## src/rtl/ao22_arb_pkg.sv

```systemverilog
// Shared definitions for the two-requester AO22 round-robin arbiter.
package ao22_arb_pkg;

    typedef enum logic [1:0] {
        ST_IDLE = 2'd0,
        ST_G1   = 2'd1,
        ST_G2   = 2'd2
    } arb_state_t;

    localparam logic [1:0] GNT_NONE = 2'b00;
    localparam logic [1:0] GNT_1    = 2'b01;
    localparam logic [1:0] GNT_2    = 2'b10;

    localparam int CNT_W = 8;

    // One-hot grant seen by the outside world for a given arbiter state.
    function automatic logic [1:0] gnt_of(input arb_state_t s);
        case (s)
            ST_G1:   return GNT_1;
            ST_G2:   return GNT_2;
            default: return GNT_NONE;
        endcase
    endfunction

endpackage

```

## src/rtl/ao22_onehot_mux.sv

```systemverilog
// WIDTH-bit AND-OR datapath: q = (d1 & s1) | (d2 & s2), selects are one-hot.
module ao22_onehot_mux #(
    parameter int WIDTH = 8
) (
    input  logic [WIDTH-1:0] d1,
    input  logic [WIDTH-1:0] d2,
    input  logic             s1,
    input  logic             s2,
    output logic [WIDTH-1:0] q
);

    // Both selects low yields zero; the arbiter never raises both.
    assign q = (d1 & {WIDTH{s1}}) | (d2 & {WIDTH{s2}});

endmodule

```

## src/rtl/ao22_rr_arbiter.sv

```systemverilog
// Round-robin burst arbiter driving a shared AO22 mux into a single
// registered output stage. Grants lock for a whole burst (LAST or MAX_BURST).
//
// state | meaning
// IDLE  | no grant; waiting for any requester valid
// G1    | requester 1 owns the datapath
// G2    | requester 2 owns the datapath
module ao22_rr_arbiter
    import ao22_arb_pkg::*;
#(
    parameter int WIDTH     = 8,
    parameter int MAX_BURST = 4
) (
    input  logic             CLK,
    input  logic             RST,
    input  logic             REQ1_VALID,
    input  logic [WIDTH-1:0] REQ1_DATA,
    input  logic             REQ1_LAST,
    output logic             REQ1_READY,
    input  logic             REQ2_VALID,
    input  logic [WIDTH-1:0] REQ2_DATA,
    input  logic             REQ2_LAST,
    output logic             REQ2_READY,
    output logic             Q_VALID,
    output logic [WIDTH-1:0] Q_DATA,
    output logic             Q_LAST,
    input  logic             Q_READY,
    output logic [1:0]       GNT
);

    localparam logic [CNT_W-1:0] LAST_IDX = CNT_W'(MAX_BURST - 1);

    arb_state_t       state_q;
    logic [CNT_W-1:0] cnt_q;
    logic             ptr_q;        // 0: requester 1 has priority, 1: requester 2
    logic             q_valid_q;
    logic [WIDTH-1:0] q_data_q;
    logic             q_last_q;

    logic             g1, g2;
    logic             out_free;
    logic             accept;
    logic             beat_last;
    logic             burst_end;
    logic             release_beat;
    logic             other_valid;
    logic [WIDTH-1:0] mux_data;

    // Grant decode, ready and release qualification; READY ignores VALID.
    always_comb begin
        g1           = (state_q == ST_G1);
        g2           = (state_q == ST_G2);
        out_free     = !q_valid_q || Q_READY;
        REQ1_READY   = g1 && out_free;
        REQ2_READY   = g2 && out_free;
        accept       = (REQ1_VALID && REQ1_READY) || (REQ2_VALID && REQ2_READY);
        beat_last    = g1 ? REQ1_LAST : REQ2_LAST;
        burst_end    = (cnt_q == LAST_IDX);
        release_beat = accept && (beat_last || burst_end);
        other_valid  = g1 ? REQ2_VALID : REQ1_VALID;
    end

    ao22_onehot_mux #(.WIDTH(WIDTH)) u_mux (
        .d1 (REQ1_DATA),
        .d2 (REQ2_DATA),
        .s1 (g1),
        .s2 (g2),
        .q  (mux_data)
    );

    // Arbiter FSM, burst counter, priority pointer and output register.
    always_ff @(posedge CLK) begin
        if (RST) begin
            state_q   <= ST_IDLE;
            cnt_q     <= '0;
            ptr_q     <= 1'b0;
            q_valid_q <= 1'b0;
            q_data_q  <= '0;
            q_last_q  <= 1'b0;
        end else begin
            case (state_q)
                ST_IDLE: begin
                    if (REQ1_VALID && REQ2_VALID)
                        state_q <= ptr_q ? ST_G2 : ST_G1;
                    else if (REQ1_VALID)
                        state_q <= ST_G1;
                    else if (REQ2_VALID)
                        state_q <= ST_G2;
                end
                ST_G1, ST_G2: begin
                    if (release_beat) begin
                        cnt_q   <= '0;
                        ptr_q   <= g1;
                        // Hand straight to the other side when it is waiting.
                        if (other_valid)
                            state_q <= g1 ? ST_G2 : ST_G1;
                        else
                            state_q <= ST_IDLE;
                    end else if (accept) begin
                        cnt_q <= cnt_q + 1'b1;
                    end
                end
                default: state_q <= ST_IDLE;
            endcase

            if (accept) begin
                q_valid_q <= 1'b1;
                q_data_q  <= mux_data;
                q_last_q  <= beat_last || burst_end;
            end else if (Q_READY) begin
                q_valid_q <= 1'b0;
            end
        end
    end

    assign Q_VALID = q_valid_q;
    assign Q_DATA  = q_data_q;
    assign Q_LAST  = q_last_q;
    assign GNT     = gnt_of(state_q);

endmodule

```

## config.mk

```make
export PLATFORM = sky130hd
export DESIGN_NAME = ao22_rr_arbiter
export DESIGN_NICKNAME = d
export VERILOG_FILES = /design/src/rtl/ao22_arb_pkg.sv /design/src/rtl/ao22_onehot_mux.sv /design/src/rtl/ao22_rr_arbiter.sv
export SDC_FILE = /design/constraint.sdc
export NUM_CORES = 1
export LEC_CHECK = 0
export CAP_MARGIN = 20
export CORE_MARGIN = 1.5
export CORE_UTILIZATION = 49
export DETAILED_ROUTE_END_ITERATION = 7
export PLACE_DENSITY = 0.84
export SYNTH_ARGS = -nofsm -noshare
export SYNTH_HDL_FRONTEND = slang
export SYNTH_SLANG_ARGS = --single-unit
```

## constraint.sdc

```tcl
create_clock -name CLK -period 5.4 [get_ports CLK]
set_clock_uncertainty 0.05 [all_clocks]
set_input_delay 0.81 -clock CLK [delete_from_list [all_inputs] [get_ports CLK]]
set_output_delay 0.81 -clock CLK [all_outputs]
set_load 0.01 [all_outputs]
```

; Word level (Yosys, flattened, before mapping)
; Index checks and enable logic that the tools add are counted.
[totals]
reg_bits = 21
latchBits = 0
ram_bits = 0
rom_bits = 0
in_bits = 23
out_inout_bits = 14
word_cells = 47
memories = 0
[op_classes]
n_addsub = 1
mul = 0
div_mod_pow = 0
n_lt_le_gt_ge = 0
eq_ne = 5
n_shift = 0
muxes = 15
bitwise = 3
reduce_logical = 17
[ops]
columns = operator, count
row1 = 8-bit AND, 2
row2 = 8-bit two-way mux, 2
row3 = 2-bit two-way mux, 7
row4 = "8-bit by 1-bit adder with 8-bit output, second input constant", 1
row5 = "8-bit by 2-bit equality test with 1-bit output, second input constant", 1
row6 = 8-bit OR, 1
row7 = 2-bit one-hot mux with 2 select lines, 2
row8 = 1-bit logical AND, 6
row9 = 2-bit AND reduction, 3
row10 = 1-bit two-way mux, 4
row11 = "4-bit inequality test, second input constant", 1
row12 = 2-bit nonzero test, 2
row13 = 1-bit logical OR, 3
row14 = "2-bit by 1-bit equality test with 1-bit output, second input constant", 1
row15 = "2-bit equality test, second input constant", 1
row16 = 2-bit zero test, 1
row17 = "2-bit inequality test, second input constant", 1
row18 = 2-bit OR reduction, 1
row19 = 1-bit zero test, 1

; Depth between registers and ports, before layout
[logic_depth]
word_depth = 8
ltp_mapped = 8
depth_no_buf = 6

; By module
; Synthesis repeated with hierarchy kept, for this count alone.
[unflattened]
hier_cells = 133
hier_area_um2 = 1138.6
[modules_own_cells]
columns = mod, n_inst, cells_each, area_each_um2
row1 = ao22_rr_arbiter, 1, 123, 1046.0
row2 = ao22_onehot_mux, 1, 10, 92.6

; Worst setup path before layout
; No wires, ideal clock.
[synth_timing]
path_type = input to output
start = input port Q_READY
end = output port REQ1_READY
arrival_time_ns = 1.259
required_time_ns = 4.540
path_slack_ns = 3.281
path_stages = 3
cell_sequence = nand2b_1 buf_2 and2_1
[synth_between]
elab_chain_cells = 2
[synth_lines]
columns = item, line
row1 = start: declaration, ao22_rr_arbiter.sv:27  ; input logic Q_READY,
row2 = 1-bit logical OR, ao22_rr_arbiter.sv:53  ; out_free = !q_valid_q || Q_READY;
row3 = 1-bit logical AND, ao22_rr_arbiter.sv:54  ; REQ1_READY = g1 && out_free;
row4 = end: declaration, ao22_rr_arbiter.sv:19  ; output logic REQ1_READY,
; No other way between the ends.

; Worst setup path in the final report
; Same ends and word-level chain as after synthesis.

==> qor.yml <==
status: "completed"
clk_latency_ns: 0.31
synth_top_area_cell: "dfxtp_1"
grt-ovfl-total: 0
cp-endpoint: "REQ1_READY"
synth_top_family_by_area: "compound AO/OA/AOI/OAI gates"
die_area_um2: 2700
crit_type: "in -> out"
synth_edf_count: 0
synth-adder-area-share: 0.0745
grtUsageTotal: 0.223
synth_seq_cells: 21
coreArea_um2: 2230
cts.sinks: 21
antenna_found_initial: 0
finish.instance_area_um2: 1540
grt_max_degree: 21
area_delta_synth_final_pct: 31.1
arrival_ns: 2.26
power_density_nw_per_um2: 445
timing.rr.start: "state_q[1]$_SDFFE_PP0P_"
vias: 1063
cts_setup_buffers: 0
core.rowCount: 17
tns_ns: 0
path_cells: "clkdlybuf4s50_1 > nand2b_1 > and2_1 > clkdlybuf4s50_1"
max_freq_mhz: 320
nets: 188
synth_top_area_frac: 0.358
drtPass1Iterations: 4
drt-total-wl_mm: 2.68
setup_violations: 0
ys_seq_area_frac: 0.358
synthTopCellsByArea: "dfxtp_1, ha_1, a211oi_1"
postSynthNetCount: 157
hold_class: "reg -> reg"
synth-xor-area-share: 0.0224
die_height_um: 52.0
viasPerCell: 5.75
drive_above_1_share: 0.0828
clock-root-buffer: "clkbuf_4"
ys_top_cells_by_count: "dfxtp_1, nor2_1, a211oi_1, a21oi_1, a22oi_1"
rsz0062_at_grt: "no"
cpMostUsedCell: "clkdlybuf4s50_1"
cp-start-kind: "input pin"
synth_area_um2: 1170
die_w_um: 52.0
yosysWarnings: 0
slew_headroom: 0.568
antenna_cells: 0
muxShareOfSynthArea: 0.0309
cts_buffers: 3
post-synth-top-count-cell: "dfxtp_1"
crit_required_ns: 4.54
vdd_drop_max_uv: 311
place_congestion: 0.838
grt_pass1_vias: 1024
yosys.area_share.simple: 0.225
io_pins: 37
portBuffers: 36
async_flop_share: 0
maxCapViolCount: 0
clock_path_buffers: 2
grt_pass1_wl_mm: 4.45
p_leak_nw: 0.539
pre_cts_slack_ns: 2.28
wl_per_cell_um: 14.5
worst_slack_ns: 2.28
synthDistinctLibCells: 37
r2r_cells: 6
synthCells: 127
tightest_slew_ns: 0.648
ant_nets: 0
crit_fanout: 9
clk_pin_slew_ns: 0.12
slew_viol_final: 0
hpwlAfterDp_mm: 2.05
syn_avg_cell_area_um2: 9.25
cts_resized: 0
ys.flop_type: "dfxtp_1"
cp-startpoint: "Q_READY"
crit_slowest_cell: "clkdlybuf4s50_1"
placedInstanceArea_um2: 1510
endpoint_kind: "output pin"
reg2reg_to: "Q_DATA[0]$_SDFFE_PP0P_"
min_period_ns: 3.12
synth-compound-area-share: 0.228
cpPeakStageDelay_ns: 0.53
drc: 0
htree_levels: 1
drt_iter0_markers: 20
hold_viol: 0
cts_tree: "done"
holdBufCountCts: 0
start_util: 0.526
period_share: 0.578
rrSetupSlack_ns: 3.16
## flip-flops by register name, summed over array words and instances, names as in the netlist
| register | count |
|---|---|
| Q_LAST | 1 |
| cnt_q | 8 |
| Q_VALID | 1 |
| state_q | 2 |
| ptr_q | 1 |
| Q_DATA | 8 |
## placed cells by master, fill, tap and decap left out, drive strengths merged, types with 2 or more instances in the layout
| cell | count |
|---|---|
| nand2b | 2 |
| ha | 7 |
| and4 | 2 |
| a22oi | 8 |
| o21ai | 4 |
| a21oi | 9 |
| nand3 | 2 |
| a211oi | 11 |
| inv | 4 |
| mux2 | 2 |
| or3b | 2 |
| clkbuf | 3 |
| clkdlybuf4s50 | 36 |
| nor2 | 13 |
| and2 | 3 |
| and3 | 2 |
| dfxtp | 21 |
| xor2 | 3 |
| or3 | 3 |
| nand2 | 5 |
| nand4 | 5 |
## worst max-delay path, delay by kind of cell
family,cells,cell delay [ns]
buffers and inverters,2,0.98
AND/OR/NAND/NOR,2,0.47
## metal layers
layer / vias up / global-route usage / routed length, µm
met5: - / 0 / 0
met4: 0 / 0.0789 / 51
met3: 7 / 0.0690 / 100
met2: 25 / 0.392 / 1420
met1: 506 / 0.251 / 1110
li1: 525 / - / -
## per-stage QoR
stage	hold WS, ns	util	power [mW]	cells
4_1_cts	0.457	0.690	0.687	185
5_1_grt	0.487	0.690	0.738	185
2_1_floorplan	0.404	-	0.482	127
3_5_place_dp	0.440	0.677	0.608	181
6_report	0.458	0.690	0.685	185
3_3_place_gp	0.421	0.677	0.593	181
## worst min-delay path by stage
stage	from	endpoint	slack, ns	cells after the start
CTS	Q_DATA[1]$_SDFFE_PP0P_	Q_DATA[1]$_SDFFE_PP0P_	0.46	2
floorplan	ptr_q$_SDFFE_PP0P_	ptr_q$_SDFFE_PP0P_	0.40	2
global placement	ptr_q$_SDFFE_PP0P_	ptr_q$_SDFFE_PP0P_	0.42	2
finish	Q_DATA[1]$_SDFFE_PP0P_	Q_DATA[1]$_SDFFE_PP0P_	0.46	2
global route	Q_DATA[5]$_SDFFE_PP0P_	Q_DATA[5]$_SDFFE_PP0P_	0.49	2
detailed placement	Q_DATA[1]$_SDFFE_PP0P_	Q_DATA[1]$_SDFFE_PP0P_	0.44	2
## layout make-up
class	instances	area (µm²)
Inverter	4	15.0
Tap cell	28	35.0
Multi-Input combinational cell	92	682
Sequential cell	21	420
Fill cell	178	693
Timing Repair Buffer	36	360
Clock buffer	3	22.5
Clock inverter	1	5.00
## cells by family after synthesis
logic type               after synthesis
flip-flops                            21
AND/OR/NAND/NOR                       43
multiplexers                           3
buffers and inverters                 14
XOR/XNOR                               3
adder cells (fa/ha/maj)                7
AO/OA/AOI/OAI                         36
## report_power, final
part / switching (mW) / internal (mW)
clock network: 0.0507 / 0.0277
registers: 0.0248 / 0.190
logic: 0.199 / 0.193
(Power assumes the default switching activity.)
